==> config.mk <==
export PLATFORM = sky130hd
export DESIGN_NAME = mms_stream_sched
export DESIGN_NICKNAME = d
export VERILOG_FILES = /design/src/rtl/mms_stream_sched.sv
export SDC_FILE = /design/constraint.sdc
export NUM_CORES = 1
export LEC_CHECK = 0
export CAP_MARGIN = 10
export CORE_UTILIZATION = 55
export CTS_BUF_LIST = sky130_fd_sc_hd__clkbuf_8
export DETAILED_ROUTE_END_ITERATION = 16
export GPL_TIMING_DRIVEN = 0
export PLACE_DENSITY = 0.79
export SETUP_SLACK_MARGIN = 0.02
export SYNTH_ARGS = -nofsm -noshare
export SYNTH_HDL_FRONTEND = slang
export SYNTH_SLANG_ARGS = --single-unit
==> constraint.sdc <==
create_clock -name clk -period 4.1 [get_ports clk]
set_input_delay 0.615 -clock clk [delete_from_list [all_inputs] [get_ports clk]]
set_output_delay 0.615 -clock clk [all_outputs]
set_load 0.02 [all_outputs]
==> src/rtl/mms_stream_sched.sv <==
// Streaming max/min scheduler: one comparator is reused across a burst of numbers,
// then the extreme value and its position are returned on a valid/ready output.
//
// state | meaning
// IDLE  | waiting for a start with a non-zero count
// ACCUM | accepting numbers, keeping the running extreme
// DONE  | holding the result until downstream consumes it
module mms_stream_sched #(
  parameter int WIDTH = 8,
  parameter int CNT_W = 5
) (
  input  logic             clk,
  input  logic             rst,
  input  logic             start,
  input  logic             select,
  input  logic [CNT_W-1:0] count,
  input  logic             in_valid,
  output logic             in_ready,
  input  logic [WIDTH-1:0] number,
  output logic             result_valid,
  input  logic             result_ready,
  output logic [WIDTH-1:0] result,
  output logic [CNT_W-1:0] result_idx,
  output logic             busy
);

  typedef enum logic [1:0] {
    S_IDLE  = 2'd0,
    S_ACCUM = 2'd1,
    S_DONE  = 2'd2
  } state_t;

  state_t           r_state;
  logic             r_sel;
  logic [CNT_W-1:0] r_cnt;
  logic [CNT_W-1:0] r_pos;
  logic [WIDTH-1:0] r_acc;
  logic [CNT_W-1:0] r_idx;
  logic             r_in_ready;
  logic             r_result_valid;
  logic             r_busy;
  logic [WIDTH-1:0] r_result;
  logic [CNT_W-1:0] r_result_idx;

  logic             w_hs;
  logic             w_better;
  logic             w_take;
  logic             w_last;
  logic [WIDTH-1:0] w_acc_next;
  logic [CNT_W-1:0] w_idx_next;

  // The single shared comparator; strict compare so ties keep the earlier number.
  assign w_hs       = in_valid && r_in_ready;
  assign w_better   = r_sel ? (number < r_acc) : (number > r_acc);
  assign w_take     = (r_pos == '0) || w_better;
  assign w_last     = (r_pos == (r_cnt - 1'b1));
  assign w_acc_next = w_take ? number : r_acc;
  assign w_idx_next = w_take ? r_pos : r_idx;

  always_ff @(posedge clk) begin
    if (rst) begin
      r_state        <= S_IDLE;
      r_sel          <= 1'b0;
      r_cnt          <= '0;
      r_pos          <= '0;
      r_acc          <= '0;
      r_idx          <= '0;
      r_in_ready     <= 1'b0;
      r_result_valid <= 1'b0;
      r_busy         <= 1'b0;
      r_result       <= '0;
      r_result_idx   <= '0;
    end else begin
      case (r_state)
        S_IDLE: begin
          if (start && (count != '0)) begin
            r_sel      <= select;
            r_cnt      <= count;
            r_pos      <= '0;
            r_in_ready <= 1'b1;
            r_busy     <= 1'b1;
            r_state    <= S_ACCUM;
          end
        end
        S_ACCUM: begin
          if (w_hs) begin
            r_acc <= w_acc_next;
            r_idx <= w_idx_next;
            r_pos <= r_pos + 1'b1;
            if (w_last) begin
              r_result       <= w_acc_next;
              r_result_idx   <= w_idx_next;
              r_in_ready     <= 1'b0;
              r_result_valid <= 1'b1;
              r_state        <= S_DONE;
            end
          end
        end
        S_DONE: begin
          if (result_ready) begin
            r_result_valid <= 1'b0;
            r_busy         <= 1'b0;
            r_state        <= S_IDLE;
          end
        end
        default: begin
          r_state        <= S_IDLE;
          r_in_ready     <= 1'b0;
          r_result_valid <= 1'b0;
          r_busy         <= 1'b0;
        end
      endcase
    end
  end

  assign in_ready     = r_in_ready;
  assign result_valid = r_result_valid;
  assign busy         = r_busy;
  assign result       = r_result;
  assign result_idx   = r_result_idx;

endmodule

==> qor.yml <==
grtUsageMet3_pct: 5.91
use_met1_pct: 34.8
start_kind: "input port"
netlist_area_um2: 2340
cts_resized: 0
fin_crit_sh_pct: 67.6
cts-hold-fix-buffers: 0
power_leakage_nw: 1.04
max-cap-violations: 0
finalCriticalPeriod_ns: 2.77
drt-total-wl_um: 5250
antenna_left: 0
placed_area_um2: 2730
io_pins: 35
synth_edf_count: 0
setup_violations: 0
fin_skew_ns: 0.00557
final_max_slew_viol_count: 0
fin_util_pct: 71.1
synthTopCellsByCount: "dfxtp_1 (42), nand2b_1 (23), nor2_1 (23), mux2i_1 (16), inv_1 (15)"
vias_per_cell: 5.70
fillers: 331
peakVddDrop_uv: 258
die_h_um: 67.2
max_freq_ghz: 0.361
start_util_pct: 58.0
max_stage_delay_ns: 0.45
grt-ovfl-total: 0
multi_input_area_um2: 1340
clk_latency_ns: 0.30
min_path_type: "flip-flop to flip-flop"
crit_type: "input port to flip-flop"
p_sw_share_pct: 24.6
die_w_um: 67.2
rsz0062_at_grt: "no"
drive_gt1_share_pct: 8.25
synth.distinct_cells: 47
busiest_layer: "met2"
grt_pass1_wl_um: 8450
critPathMaxFanout: 10
cts-root-buf: "clkbuf_8"
yosys_register_bits: 42
htreeDepth: 2
antenna_cells: 0
path_clk_slew_ns: 0.09
endpoint_kind: "flip-flop"
total_power_mw: 0.955
worst_path_max_delay_cell: "clkdlybuf4s50_1"
cts_setup_buffers: 0
hpwl_um: 3740
nNetsFinal: 332
syn-instance-count: 262
synth.most_common_cell: "dfxtp_1"
crit_chain: "clkdlybuf4s50_1 -> ha_1 -> a211oi_1 -> o21bai_1 -> a21oi_2 -> o211ai_2 -> a21oi_2 -> buf_4 -> mux2i_1"
grt_max_degree: 15
cp_common_cell: "a21oi_2"
synth-main-ff-cell: "dfxtp_1"
cp.required_ns: 4.34
p_switching_mw: 0.234
num_rows: 23
synth_area_leaders: "dfxtp_1 (36%), mux2i_1 (6.9%), nand2b_1 (6.2%), ha_1 (5.9%), nor2_1 (3.7%)"
area_growth_pct: 22.7
async_reset_ff_share_pct: 0
dieArea_um2: 4510
ff_latch_area_um2: 841
gp_congestion: 0.796
met2_usage_pct: 38.5
num_vias: 2013
ctsLongestPathBuffers: 2
yosysTopAreaCellShare_pct: 36.0
drc: 0
p_comb_share_pct: 13.5
finalHoldViolCount: 0
grt_antenna_before_repair: 0
p_seq_share_pct: 44.5
final_cell_area_um2: 2870
cts_made_buffers: 5
syn_area_per_cell_um2: 8.92
first_iter_violations: 138
crit_buf_inv: 2
status: "completed"
wl_per_cell_um: 14.9
worstMarginPinSlew_ns: 0.910
synth_area_leader_cell: "dfxtp_1"
power_density_nw_per_um2: 333
syn-num-nets: 292
grt_pass1_vias: 1799
drtPass1Iterations: 4
io_buffers: 33
grt_use_total_pct: 25.4
p_clk_share_pct: 42.0
ys_seq_area_share_pct: 36.0
ys_warn_count: 0
max_slew_margin_pct: 39.2
core_area_um2: 4030
internal_power_mw: 0.720
tns_ns: 0
cp.arrival_ns: 3.01
crit_family: "compound AO/OA/AOI/OAI gates"
cts_tree: "done"
clock_sinks: 42
-- logic make-up (layout without fill, tap and decap cells) --
kind of cell,Yosys count,in the layout,share of synthesized area [%]
flip-flops,42,42,36.0
adder cells (fa/ha/maj),11,11,5.89
AND/OR/NAND/NOR,93,93,23.1
AO/OA/AOI/OAI,57,57,16.7
buffers and inverters,33,74,6.75
multiplexers,16,16,6.86
XOR/XNOR,10,10,4.66
-- per-stage QoR --
step	std cells	setup WS (ns)	hold WS, ns
2_1_floorplan	262	1.78	0.442
3_3_place_gp	345	1.07	0.454
3_5_place_dp	345	1.04	0.459
4_1_cts	353	1.34	0.474
5_1_grt	353	1.21	0.504
6_report	353	1.33	0.481
-- power by group through the flow --
stage | clock network, mW | logic [mW] | registers (mW)
final | 0.401 | 0.129 | 0.425
after global routing | 0.423 | 0.140 | 0.426
after CTS | 0.405 | 0.128 | 0.425
after detailed placement | 0 | 0.127 | 0.434
after global placement | 0 | 0.125 | 0.434
after floorplan | 0 | 0.0822 | 0.435
-- layer usage --
layer | vias to the layer above | routed length, µm
met3 | 6 | 220
met4 | 0 | 75
met5 | - | 0
met2 | 44 | 2380
met1 | 956 | 2580
li1 | 1007 | -
-- final timing paths --
| kind | to | cells after the start | from | slack [ns] |
|---|---|---|---|---|
| setup reg to reg | r_acc[0]$_SDFFE_PP0P_ | 9 | r_acc[5]$_SDFFE_PP0P_ | 1.71 |
| hold / removal | r_idx[3]$_SDFFE_PP0P_ | 2 | r_idx[3]$_SDFFE_PP0P_ | 0.48 |
| setup / recovery | r_acc[0]$_SDFFE_PP0P_ | 9 | number[5] | 1.33 |
| hold reg to reg | r_idx[3]$_SDFFE_PP0P_ | 2 | r_idx[3]$_SDFFE_PP0P_ | 0.48 |
-- worst register-to-register path: cells and delay by family, from the launching register on --
family / cells / cell delay (ns)
flip-flops: 1 / 0.37
AO/OA/AOI/OAI: 5 / 1.14
multiplexers: 1 / 0.21
buffers and inverters: 2 / 0.32
adder cells (fa/ha/maj): 1 / 0.28
-- registers in the layout, summed over array words and instances (netlist names) --
name          count
result_valid      1
r_acc             8
busy              1
result_idx        5
r_pos             5
in_ready          1
r_cnt             5
r_idx             5
result            8
r_sel             1
r_state           2
-- placed cells by master, fill, tap and decap left out, types with 6 or more instances in the layout --
| cell type | n |
|---|---|
| nor2_1 | 23 |
| o21ai_0 | 13 |
| a311oi_1 | 7 |
| nand2b_1 | 23 |
| clkdlybuf4s50_1 | 33 |
| dfxtp_1 | 42 |
| mux2i_1 | 16 |
| nand3_1 | 14 |
| clkbuf_1 | 9 |
| nand2_1 | 6 |
| inv_1 | 15 |
| a31oi_1 | 7 |
| ha_1 | 11 |
| o21bai_1 | 8 |
-- cell type report --
| class | count | share of cell area (%) |
|---|---|---|
| Multi-Input combinational cell | 187 | 46.7 |
| Sequential cell | 42 | 29.3 |
| Timing Repair Buffer | 33 | 11.5 |
| Buffer | 18 | 3.54 |
| Clock buffer | 5 | 2.40 |
| Clock inverter | 3 | 2.40 |
| Tap cell | 50 | 2.18 |
| Inverter | 15 | 1.96 |
Note: power is estimated with default switching activity, not from simulation.
